`src/rtl/block_ram_arbiter_if.sv`:
```
// ============================================================================
// Module      : block_ram_arbiter_if
// Description : Client request/response and RAM-side signal bundle for
//               block_ram_arbiter.
// Revision    : 1.0 - initial release
// ============================================================================
`default_nettype none

interface block_ram_arbiter_if #(
    parameter int DATA_WIDTH  = 32,
    parameter int INDEX_WIDTH = 8
);
    logic                   req0Valid;
    logic                   req0Ready;
    logic                   req0Write;
    logic [INDEX_WIDTH-1:0] req0Index;
    logic [DATA_WIDTH-1:0]  req0WriteValue;
    logic                   resp0Valid;
    logic [DATA_WIDTH-1:0]  resp0Value;

    logic                   req1Valid;
    logic                   req1Ready;
    logic                   req1Write;
    logic [INDEX_WIDTH-1:0] req1Index;
    logic [DATA_WIDTH-1:0]  req1WriteValue;
    logic                   resp1Valid;
    logic [DATA_WIDTH-1:0]  resp1Value;

    logic [INDEX_WIDTH-1:0] ramIndex;
    logic [DATA_WIDTH-1:0]  ramWriteValue;
    logic                   ramWriteEnable;
    logic [DATA_WIDTH-1:0]  ramReadValue;

    logic                   initDone;

    modport slave (
        input  req0Valid, req0Write, req0Index, req0WriteValue,
        input  req1Valid, req1Write, req1Index, req1WriteValue,
        input  ramReadValue,
        output req0Ready, resp0Valid, resp0Value,
        output req1Ready, resp1Valid, resp1Value,
        output ramIndex, ramWriteValue, ramWriteEnable,
        output initDone
    );

    modport master (
        output req0Valid, req0Write, req0Index, req0WriteValue,
        output req1Valid, req1Write, req1Index, req1WriteValue,
        output ramReadValue,
        input  req0Ready, resp0Valid, resp0Value,
        input  req1Ready, resp1Valid, resp1Value,
        input  ramIndex, ramWriteValue, ramWriteEnable,
        input  initDone
    );
endinterface

`default_nettype wire

```
`src/rtl/block_ram_arbiter.sv`:
```
// ============================================================================
// Module      : block_ram_arbiter
// Description : Clears a shared 1-RW block RAM after reset, then grants one of
//               two clients per cycle. Define BLOCK_RAM_ARBITER_ROUND_ROBIN_EN
//               for round-robin contention; default is fixed port-0 priority.
// Revision    : 1.0 - initial release
// ============================================================================
`default_nettype none

module block_ram_arbiter #(
    parameter int DATA_WIDTH  = 32,
    parameter int INDEX_WIDTH = 8
) (
    input  wire logic         clk,
    input  wire logic         rst,
    block_ram_arbiter_if.slave bus
);
    localparam logic [INDEX_WIDTH-1:0] c_last_index = '1;

    typedef enum logic [0:0] {
        ST_INIT = 1'b0,
        ST_RUN  = 1'b1
    } state_t;

    state_t                 r_state;
    logic [INDEX_WIDTH-1:0] r_count;
    logic                   r_init_done;
    logic                   r_resp0_valid;
    logic                   r_resp1_valid;

    logic w_run;
    logic w_favour0;
    logic w_grant0;
    logic w_grant1;

    assign w_run = (r_state == ST_RUN);

`ifdef BLOCK_RAM_ARBITER_ROUND_ROBIN_EN
    logic r_rr_ptr;

    // Pointer toggles on every grant, so a lone requester also hands priority over.
    always_ff @(posedge clk or posedge rst) begin
        if (rst) begin
            r_rr_ptr <= 1'b0;
        end else if (w_grant0 || w_grant1) begin
            r_rr_ptr <= ~r_rr_ptr;
        end
    end

    assign w_favour0 = ~r_rr_ptr;
`else
    assign w_favour0 = 1'b1;
`endif

    assign w_grant0 = w_run && bus.req0Valid && (!bus.req1Valid || w_favour0);
    assign w_grant1 = w_run && bus.req1Valid && !w_grant0;

    assign bus.req0Ready  = w_grant0;
    assign bus.req1Ready  = w_grant1;
    assign bus.resp0Valid = r_resp0_valid;
    assign bus.resp1Valid = r_resp1_valid;
    assign bus.resp0Value = bus.ramReadValue;
    assign bus.resp1Value = bus.ramReadValue;
    assign bus.initDone   = r_init_done;

    always_comb begin
        bus.ramIndex       = '0;
        bus.ramWriteValue  = '0;
        bus.ramWriteEnable = 1'b0;
        if (!w_run) begin
            bus.ramIndex       = r_count;
            bus.ramWriteEnable = 1'b1;
        end else if (w_grant0) begin
            bus.ramIndex       = bus.req0Index;
            bus.ramWriteValue  = bus.req0WriteValue;
            bus.ramWriteEnable = bus.req0Write;
        end else if (w_grant1) begin
            bus.ramIndex       = bus.req1Index;
            bus.ramWriteValue  = bus.req1WriteValue;
            bus.ramWriteEnable = bus.req1Write;
        end
    end

    always_ff @(posedge clk or posedge rst) begin
        if (rst) begin
            r_state       <= ST_INIT;
            r_count       <= '0;
            r_init_done   <= 1'b0;
            r_resp0_valid <= 1'b0;
            r_resp1_valid <= 1'b0;
        end else begin
            r_resp0_valid <= w_grant0 && !bus.req0Write;
            r_resp1_valid <= w_grant1 && !bus.req1Write;
            case (r_state)
                ST_INIT: begin
                    // Counter holds at the last index so the clear never starts a second pass.
                    if (r_count == c_last_index) begin
                        r_state     <= ST_RUN;
                        r_init_done <= 1'b1;
                    end else begin
                        r_count <= r_count + 1'b1;
                    end
                end
                ST_RUN: begin
                    r_state <= ST_RUN;
                end
                default: begin
                    r_state <= ST_INIT;
                end
            endcase
        end
    end

endmodule

`default_nettype wire
```
`src/flat_wrapper.sv`:
```
// flat-port wrapper written by rule: the top's interface ports become plain ports
module block_ram_arbiter_flat 
#(
    parameter int DATA_WIDTH  = 32,
    parameter int INDEX_WIDTH = 8
)
  (clk, rst, bus_req0Valid, bus_req0Write, bus_req0Index, bus_req0WriteValue, bus_req1Valid, bus_req1Write, bus_req1Index, bus_req1WriteValue, bus_ramReadValue, bus_req0Ready, bus_resp0Valid, bus_resp0Value, bus_req1Ready, bus_resp1Valid, bus_resp1Value, bus_ramIndex, bus_ramWriteValue, bus_ramWriteEnable, bus_initDone);
  block_ram_arbiter_if #(.DATA_WIDTH(DATA_WIDTH), .INDEX_WIDTH(INDEX_WIDTH)) bus_i ();
  input  wire logic clk;
  input  wire logic rst;
  input wire logic [$bits(bus_i.req0Valid)-1:0] bus_req0Valid;
  input wire logic [$bits(bus_i.req0Write)-1:0] bus_req0Write;
  input wire logic [$bits(bus_i.req0Index)-1:0] bus_req0Index;
  input wire logic [$bits(bus_i.req0WriteValue)-1:0] bus_req0WriteValue;
  input wire logic [$bits(bus_i.req1Valid)-1:0] bus_req1Valid;
  input wire logic [$bits(bus_i.req1Write)-1:0] bus_req1Write;
  input wire logic [$bits(bus_i.req1Index)-1:0] bus_req1Index;
  input wire logic [$bits(bus_i.req1WriteValue)-1:0] bus_req1WriteValue;
  input wire logic [$bits(bus_i.ramReadValue)-1:0] bus_ramReadValue;
  output wire logic [$bits(bus_i.req0Ready)-1:0] bus_req0Ready;
  output wire logic [$bits(bus_i.resp0Valid)-1:0] bus_resp0Valid;
  output wire logic [$bits(bus_i.resp0Value)-1:0] bus_resp0Value;
  output wire logic [$bits(bus_i.req1Ready)-1:0] bus_req1Ready;
  output wire logic [$bits(bus_i.resp1Valid)-1:0] bus_resp1Valid;
  output wire logic [$bits(bus_i.resp1Value)-1:0] bus_resp1Value;
  output wire logic [$bits(bus_i.ramIndex)-1:0] bus_ramIndex;
  output wire logic [$bits(bus_i.ramWriteValue)-1:0] bus_ramWriteValue;
  output wire logic [$bits(bus_i.ramWriteEnable)-1:0] bus_ramWriteEnable;
  output wire logic [$bits(bus_i.initDone)-1:0] bus_initDone;
  assign bus_i.req0Valid = bus_req0Valid;
  assign bus_i.req0Write = bus_req0Write;
  assign bus_i.req0Index = bus_req0Index;
  assign bus_i.req0WriteValue = bus_req0WriteValue;
  assign bus_i.req1Valid = bus_req1Valid;
  assign bus_i.req1Write = bus_req1Write;
  assign bus_i.req1Index = bus_req1Index;
  assign bus_i.req1WriteValue = bus_req1WriteValue;
  assign bus_i.ramReadValue = bus_ramReadValue;
  assign bus_req0Ready = bus_i.req0Ready;
  assign bus_resp0Valid = bus_i.resp0Valid;
  assign bus_resp0Value = bus_i.resp0Value;
  assign bus_req1Ready = bus_i.req1Ready;
  assign bus_resp1Valid = bus_i.resp1Valid;
  assign bus_resp1Value = bus_i.resp1Value;
  assign bus_ramIndex = bus_i.ramIndex;
  assign bus_ramWriteValue = bus_i.ramWriteValue;
  assign bus_ramWriteEnable = bus_i.ramWriteEnable;
  assign bus_initDone = bus_i.initDone;
  block_ram_arbiter #(.DATA_WIDTH(DATA_WIDTH), .INDEX_WIDTH(INDEX_WIDTH)) u_core (.clk(clk), .rst(rst), .bus(bus_i));
endmodule
```
`config.mk`:
```
export PLATFORM = sky130hd
export DESIGN_NAME = block_ram_arbiter_flat
export DESIGN_NICKNAME = d
export VERILOG_FILES = /design/src/rtl/block_ram_arbiter_if.sv /design/src/rtl/block_ram_arbiter.sv /design/src/flat_wrapper.sv
export SDC_FILE = /design/constraint.sdc
export NUM_CORES = 1
export LEC_CHECK = 0
export CAP_MARGIN = 20
export CORE_AREA = 2 2 89 91
export DETAILED_ROUTE_END_ITERATION = 10
export DIE_AREA = 0 0 91 93
export PLACE_DENSITY = 0.73
export SYNTH_ARGS = -nofsm -noshare
export SYNTH_HDL_FRONTEND = slang
export SYNTH_SLANG_ARGS = --single-unit
```
`constraint.sdc`:
```
create_clock -name clk -period 3.53 [get_ports clk]
set_input_delay 0.353 -clock clk [delete_from_list [all_inputs] [get_ports clk]]
set_output_delay 0.353 -clock clk [all_outputs]
set_load 0.005 [all_outputs]
```
# After elaboration in Yosys (flattened, before gate mapping)

Cells that the tools add are included.

Output and inout port bits: 110
Input port bits: 118
Flip-flop bits (word level): 12
Logic and storage cells: 30

Muxes and demuxes: 11
Reductions and logical operators: 10
Bitwise operators: 2
Add/sub/neg operators: 1
Equality and inequality tests: 1

Operators by type and width:

| operator              | number |
|---|---|
| $mux W32              | 3 |
| $mux W8               | 3 |
| $add A8 B1 Y8 const B | 1 |
| $eq A8 B8 Y1 const B  | 1 |
| $logic_and A1 B1 Y1   | 5 |
| $mux W1               | 4 |
| $reduce_and A2 Y1     | 2 |
| $logic_not A1 Y1      | 3 |
| $not A1 Y1            | 2 |
| $pmux W1 S2           | 1 |

# Longest topological paths before layout

Gate-level depths: netlist of the first run.

Depth after elaboration: 6
Gate-level depth with buffers: 6

# Least setup slack after synthesis of the first run

No wires, ideal clock.

Path kind: input to output
Start point: input port bus_req1Valid
End point: output port bus_ramWriteValue[23]
Arrival time: 1171 ps
Cell stages on the path: 6
Path slack: 2006 ps
Path through: nor2b_1 buf_6 and2_4 buf_6 buf_6 a22o_1

Word-level cells in the longest chain between the ends: 5

Ends and longest elaborated chain:

| item                             | line                    | text |
|---|---|---|
| from (decl)                      | flat_wrapper.sv:15      | `input wire logic [$bits(bus_i.req1Valid)-1:0] bus_req1Valid;` |
| $logic_and A1 B1 Y1 (2 in a row) | block_ram_arbiter.sv:56 | `assign w_grant1 = w_run && bus.req1Valid && !w_grant0;` |
| net bus_req1Ready                | flat_wrapper.sv:23      | `output wire logic [$bits(bus_i.req1Ready)-1:0] bus_req1Ready;` |
| $mux W32                         | block_ram_arbiter.sv:77 | `end else if (w_grant1) begin` |
| $mux W32                         | block_ram_arbiter.sv:73 | `end else if (w_grant0) begin` |
| $mux W32                         | block_ram_arbiter.sv:70 | `if (!w_run) begin` |
| to (decl)                        | flat_wrapper.sv:27      | `output wire logic [$bits(bus_i.ramWriteValue)-1:0] bus_ramWriteValue;` |

The timed path passes the listed nets, and every way through them passes these cells.

# Final worst setup path of the first run

Start point: input port bus_req0Valid
End point: output port bus_ramWriteValue[1]

Word-level cells in the longest chain between the ends: 6

Ends and longest elaborated chain:

| item                    | line                    | text |
|---|---|---|
| from (decl)             | flat_wrapper.sv:11      | `input wire logic [$bits(bus_i.req0Valid)-1:0] bus_req0Valid;` |
| $logic_and A1 B1 Y1 (*) | block_ram_arbiter.sv:55 | `assign w_grant0 = w_run && bus.req0Valid && (!bus.req1Valid \|\| w_favour0);` |
| $logic_not A1 Y1        | block_ram_arbiter.sv:56 |  |
| $logic_and A1 B1 Y1     | block_ram_arbiter.sv:56 |  |
| $mux W32                | block_ram_arbiter.sv:77 |  |
| $mux W32 (*)            | block_ram_arbiter.sv:73 |  |
| $mux W32 (*)            | block_ram_arbiter.sv:70 |  |

Mark *: on every way between the ends. The rest lies on a longest branch, timed or not.

==> results of run 1 <==
## worst max-delay path, delay by kind of cell
| kind | cells | cell delay [ps] |
|---|---|---|
| AND/OR/NAND/NOR | 2 | 530 |
| AO/OA/AOI/OAI | 1 | 210 |
| buffers and inverters | 4 | 1270 |
## state kept, by name, indices dropped and copies added (netlist names)
| name | cells |
|---|---|
| u_core.bus.initDone | 1 |
| u_core.bus.resp0Valid | 1 |
| u_core.bus.resp1Valid | 1 |
| u_core.r_count | 8 |
| u_core.r_state | 1 |
## through the flow
stage                     worst slack, ps  instance area (um^2)  total power [W]  hold WS [ps]
after CTS                             780                  2520         0.000407           435
final                                 801                  2520         0.000401           422
after floorplan                      2010                  1600         0.000212           218
after global routing                  663                  2520         0.000419           461
after detailed placement              791                  2470         0.000252           461
after global placement                791                  2470         0.000251           468
## logic make-up after synthesis
kind of cell | after synthesis | synth area share [%]
AND/OR/NAND/NOR | 27 | 10.3
adder cells (fa/ha/maj) | 1 | 0.782
flip-flops | 12 | 18.8
AO/OA/AOI/OAI | 61 | 30.4
multiplexers | 3 | 2.19
XOR/XNOR | 1 | 0.548
buffers and inverters | 78 | 37.0
## layer usage
metal | wire length [um] | part of all wire [%] | GRT usage [%] | vias up
met5 | 0 | 0 | 0 | -
met4 | 62 | 1.2 | 3.79 | 0
met3 | 587 | 11 | 4.27 | 10
met2 | 2770 | 52 | 21.1 | 104
met1 | 1950 | 36 | 12.4 | 705
li1 | - | - | - | 721
## report_power, final
group	total, W	switching (W)	internal (W)
Sequential	0.000138	0	0.000138
Combinational	0.000111	0.0000239	0.0000874
Clock	0.000152	0.0000529	0.0000987
## worst min path at each step
stage,to,slack (ps),cells after the start
detailed placement,u_core.bus.initDone,460,1
CTS,u_core.bus.resp1Valid,440,2
floorplan,u_core.bus.initDone,220,1
finish,u_core.bus.resp1Valid,420,2
global route,u_core.r_state,460,2
global placement,u_core.bus.initDone,470,1
## synth_stat cells
cell type	instances	area share, %
a41oi_1	1	0.55
inv_1	2	0.47
or3_1	1	0.39
and3_4	1	0.70
and2_1	1	0.39
ha_1	1	0.78
nand3b_1	1	0.47
nand3_1	1	0.31
dfrtp_1	12	19
a211oi_1	1	0.47
buf_2	5	1.6
a22oi_1	9	4.2
o21a_1	1	0.47
nor2b_1	3	1.2
buf_4	64	30
mux2i_1	2	1.3
and3_2	1	0.47
and3_1	1	0.39
o211ai_1	1	0.47
a31oi_1	2	0.78
nor4_1	1	0.39
mux2_4	1	0.94
o21bai_1	1	0.47
nor2_1	8	1.9
a31o_2	1	0.55
a31oi_4	1	1.3
a21boi_0	1	0.47
and2b_1	2	0.94
nand3_2	1	0.63
xor2_1	1	0.55
nand4b_1	1	0.55
and2_4	2	1.1
a21oi_1	10	3.1
buf_6	7	4.9
nand2_1	2	0.47
a22o_1	32	18
## area by class of cell
class                      instances  area (um^2)
sequential                        12          300
inverter                           2         7.51
tap                              102          128
multi-input combinational         93          707
timing repair buffer             133         1330
fill                             822         5000
clock buffer                       4         55.1
==> run summary, run 1 <==
The starting density of the core came out at 21.2%. The placer's final routability congestion estimate came out at 0.718. Headroom to the max-slew limit came out at about 53%. STA classifies the critical path endpoint as an output port. After detailed routing, the number of remaining DRC violations is 0.

The total leakage power came out at ~0.95 nW. The first-pass iteration count of the detailed router came out at 4. The total of max-cap violations is 0. Setup repair after global routing left no endpoint under its margin.

On the final layout, the worst clock skew is 1.44 ps. Row generation in the floorplan step produced 32 rows. In the synthesized netlist, the number of instances is between 150 and 200.

The number of post-CTS setup repair buffers came out at 0. The number of placed instances, taps included is ~340. Of all nets on the critical path, the largest fanout is 34.

The number of global-route vias before repair is 1548. The hold buffer count at CTS came out at 0. The post-layout instance count excluding filler cells came out at 346.

After clock tree synthesis, the clock-pin slew on the worst setup and hold paths is approximately 50 ps. The count of clock tree sinks came out at 12. The total overflow left after global routing is 0. The worst-case vdd ir drop is 0.169 mV.

0 antenna diodes ended up in the layout. The area added between synthesis and finish came out at 57.8%. TritonCTS built the clock tree. Counting along the longest clock path gives a buffer depth of 2. In this run the worst setup path terminates at bus_ramWriteValue[1].

The largest stage delay on the critical path came out at 510 ps. In this run the worst setup path begins at bus_req0Valid. The count of instances resized after the clock tree is built came out at 0.

The fmax is about 370 MHz. After layout, the minimum clock period comes to between 2000 and 3000 ps. The post-synth design cell area came out at about 1600 um^2. The final critical-path share of the clock period is 77.3%. For this run, the total global-route usage over all layers was measured as a little under an eighth.

In this run, distinct cell masters in the synthesized netlist total 36. The worst-path cell with the longest stage delay is clkdlybuf4s50_1. The standard cell core area is ~7500 um^2. The setup violation total in the final timing report is 0.

The required time at the worst-slack endpoint is around 3200 ps. The number of nets in the final layout came out at ~360. The die boundary height came out at approximately 93 um. The number of warning messages in the yosys log is 0. The clock buffer count from CTS is 3. The later pin in the worst-skew pair is clocked with a latency of 240 ps. The total wirelength of the detailed-routed design came out at between 5000 and 6000 um. For the worst setup path, the data arrival time is 2380 ps. The worst-margin pin slew is approximately 710 ps. The power density over the cells came out at about 160 nW/um^2. In this run the worst hold path is classified as in -> async. The via count normalized by instance count is approximately 4.5. The global-route wire length before repair is approximately 8000 um. Leaving out fill and tap cells, the most frequent cells in the layout are 131 x clkdlybuf4s50_1, 32 x a22o_1, 12 x dfrtp_1. The setup check on the worst reg-to-reg path leaves a slack of ~1900 ps. The final HPWL from detailed placement is 4340 um. The number of cells on the worst reg-to-reg path is 2.

Leaving out fill and tap cells, the most frequent cell in the layout is clkdlybuf4s50_1. Measured on the finished design, the core utilization comes to between 30% and 40%. The number of levels the H-tree was split into came out at 1. The synthesized area per cell is around 8.7 um^2. The signal on the critical path passes through clkdlybuf4s50_1 > buf_4 > nor2b_1 > buf_4 > and2_4 > a22o_1 > clkdlybuf4s50_1.

The final hold violation count is 0. The average wire per cell in the routed design came out at approximately 16 um. In this run the critical register-to-register path is captured at u_core.bus.resp0Valid. The number of violations reported at the end of detailed-routing iteration 0 is 15. The number of max-slew violations in the final report is 0. The worst register-to-register path begins at u_core.r_state. The fraction of layout instances using a drive strength above 1 came out at between 5 and 6%. The initial antenna violation count came out at 0. Entering global routing, the biggest net connects 35 pins.

The buffer type at the clock tree root is clkbuf_8. From left edge to right edge, the die measures approximately 91 um. The number of nets with antenna violations after routing came out at 0. The register bit total from synthesis came out at 12. The net count of the mapped netlist is between 300 and 400.

The kind of start point of the critical path is an input port. The via total after detailed routing came out at approximately 1500. The run finished with clean final reports. Sequential elements use 18.8% of the synthesized area.

The worst setup path is of the in -> out kind. The total negative slack is 0 ps. The number of top-level design ports is roughly 230. Port buffering added 131 buffers. The die covers roughly 8500 um^2.
Power figures use the tool's default switching activity.
==> run 2: changes to the inputs <==
--- a/config.mk
+++ b/config.mk
@@ -6,10 +6,10 @@
 export NUM_CORES = 1
 export LEC_CHECK = 0
 export CAP_MARGIN = 20
-export CORE_AREA = 2 2 89 91
+export CORE_MARGIN = 2
+export CORE_UTILIZATION = 22
 export DETAILED_ROUTE_END_ITERATION = 10
-export DIE_AREA = 0 0 91 93
-export PLACE_DENSITY = 0.73
+export PLACE_DENSITY = 0.78
 export SYNTH_ARGS = -nofsm -noshare
 export SYNTH_HDL_FRONTEND = slang
 export SYNTH_SLANG_ARGS = --single-unit
==> constraint.sdc (replaced) <==
create_clock -name clk -period 2.45 [get_ports clk]
set_input_delay 0.245 -clock clk [delete_from_list [all_inputs] [get_ports clk]]
set_output_delay 0.245 -clock clk [all_outputs]
set_load 0.005 [all_outputs]
==> run summary, run 2 (synthesized netlist as in run 1, its figures left out) <==
The run finished with clean final reports. Subtracting the final worst setup slack from the clock period gives 2250 ps. The placer's final routability congestion estimate is 0.744 (+3.6%). The number of inserted filler cells in the final layout came to 763 (-7.2%). The total inserted antenna cells came out at 0 (unchanged). The data arrival time of the critical path came out at 2000 ps (-380 ps). The remaining max-slew budget at the tightest pin was 67.4% (+15 points).

Among the stages of the critical path, the cell type that occurs most often is clkdlybuf4s50_1. The largest net degree at the start of global routing came out at 35 (unchanged). The worst-margin pin slew came to 489 ps (-218 ps). The starting density of the core came out at 22.4% (+1.2 points).

The register with the most flip-flops in the final layout is u_core.r_count. The number of nets with antenna violations after routing came out at 0 (unchanged). The worst hold path class is in -> async. The area of the die is 7970 um^2 (-5.9%). The total of max-cap violations came out at 0 (unchanged). The overall routing resource usage was 13.6% (+2.0 points). The post-route cell area is 2530 um^2 (+0.15%).

The global route total overflow came out at 0 (unchanged). The total buffers and inverters traversed by the critical path is 2 (-2). The standard cell core area came out at 7140 um^2 (-5.2%). The number of levels the H-tree was split into is 1 (unchanged). Walking the worst path, the cells encountered are clkdlybuf4s50_1 > nor2b_1 > and2_4 > a22o_1 > clkdlybuf4s50_1. The via total after detailed routing came out at 1553 (+0.84%).

The worst-case vdd ir drop came out at 0.312 mV (+85%). The hold buffer count at CTS is 0 (unchanged). The area growth from synthesis to layout is 58.1%. The total negative slack is 0 ps (unchanged). The final HPWL from detailed placement is 5390 um (+24%).

The total chip power is 0.000583 W (+45%). The required time at the worst-slack endpoint came out at 2200 ps (-980 ps). The number of violations reported at the end of detailed-routing iteration 0 is 25 (+10). The number of max-slew violations in the final report came out at 0 (unchanged). The width of the chip is 89.3 um (-1.9%). The worst setup path is of the in -> out kind.

The total placed instance area is 2470 um^2 (+0.15%). The number of post-CTS setup repair buffers is 0 (unchanged). The later-pin clock latency in the skew report came out at 250 ps (about the same). The fmax is about 450 MHz.

STA classifies the critical path endpoint as an output port. In the layout the commonest cells are 131 x clkdlybuf4s50_1, 32 x a22o_1, 12 x dfrtp_1. The number of flip-flops under the largest register name came to 8 (unchanged). The total leakage power was 0.951 nW (+0.58%). The number of nets in the final layout came out at 365 (+0.27%). The clock-pin slew on the worst setup and hold paths came to 60 ps (about the same).

The count of clock tree sinks is 12 (unchanged). Setup repair after global routing left no endpoint under its margin. TritonCTS built the clock tree. The global-route wire length before repair is 7980 um (-0.42%). The number of buffers added on ports is 131 (unchanged).

The worst setup path is launched from an input port. The number of global-route vias before repair came to 1414 (-8.7%). The count of instances resized after the clock tree is built came out at 0 (unchanged). The clock buffer count from CTS came out at 3 (unchanged). The average wire per cell in the routed design came to 18.3 um (+18%). The leading cell type in the layout, fill and taps excluded is clkdlybuf4s50_1. The number of top-level design ports came out at 228 (unchanged). The die boundary height came out at 89.3 um (-4.0%). The clock skew after layout is 9.03 ps (+7.59 ps). The number of remaining DRC errors came to 0 (unchanged).

On the critical path, the stage with the largest delay is an instance of clkdlybuf4s50_1. The largest stage delay on the critical path came to 530 ps (+20 ps). The total wirelength of the detailed-routed design is 6310 um (+17%). The first-pass iteration count of the detailed router was 4 (unchanged). The fraction of layout instances using a drive strength above 1 is 6.12% (+0.38 points).

The setup violation total in the final timing report is 0 (unchanged). The kind of cell adding the most delay to the critical path is buffers and inverters. The biggest fanout along the worst timing path came out at 34 (unchanged). The via count normalized by instance count is 4.51 (+1.4%). The standard-cell row count came out at 31 (-3.1%).

The final hold violation count is 0 (unchanged). The buffer levels on the longest clock path came out at 2 (unchanged). The final critical-path share of the clock period came out at between 90 and 100%.

In this run the clock root is driven by a clkbuf_8. The power density over the cells was 231 nW/um^2 (+45%). The initial antenna violation count came out at 0 (unchanged).
-- run 2: worst paths after layout --
kind,from,endpoint,slack (ps),cells past startpoint
max,bus_req1Valid,bus_ramWriteValue[31],200,5
min,rst,u_core.r_count[7],310,2
max reg2reg,u_core.r_count[0],u_core.r_count[6],1010,4
min reg2reg,u_core.bus.initDone,u_core.bus.initDone,480,1
max in group asynchronous,rst,u_core.r_count[5],1800,2
min in group clk,u_core.bus.initDone,u_core.bus.initDone,480,1
-- run 2: worst register-to-register path, cell delays in order, from the launching register on --
cell	delay, ps
dfrtp_1	430
ha_1	300
and2b_1	250
and3_1	220
a31oi_1	170
-- run 2: metal layers --
metal,up-vias,track usage (%),wire length (um)
li1,722,-,-
met3,19,14.3,1500
met2,121,20.9,2780
met1,691,12.2,1920
met5,-,0,0
met4,0,3.93,110
-- run 2: power by group --
part           leakage [nW]  switching (W)  internal [W]
Combinational         0.769      0.0000362      0.000126
Clock                0.0288      0.0000799      0.000142
Sequential            0.153              0      0.000198
Total                 0.951       0.000116      0.000467
-- run 2: per-stage QoR --
step                      utilization (%)  setup WS [ps]  hold slack [ps]  cells
after floorplan                         -           1140              110    183
after global placement               34.6            209              468    340
after detailed placement             34.6            173              471    340
after CTS                            35.4            170              338    344
after global routing                 35.4           93.0              366    344
final                                35.4            203              315    344
-- run 2: layout make-up --
cell class | count | area (um^2) | share of cell area, %
Clock buffer | 4 | 55.1 | 2.18
Inverter | 2 | 7.51 | 0.297
Multi-Input combinational cell | 93 | 707 | 28.0
Sequential cell | 12 | 300 | 11.9
Tap cell | 99 | 124 | 4.90
Timing Repair Buffer | 134 | 1330 | 52.8
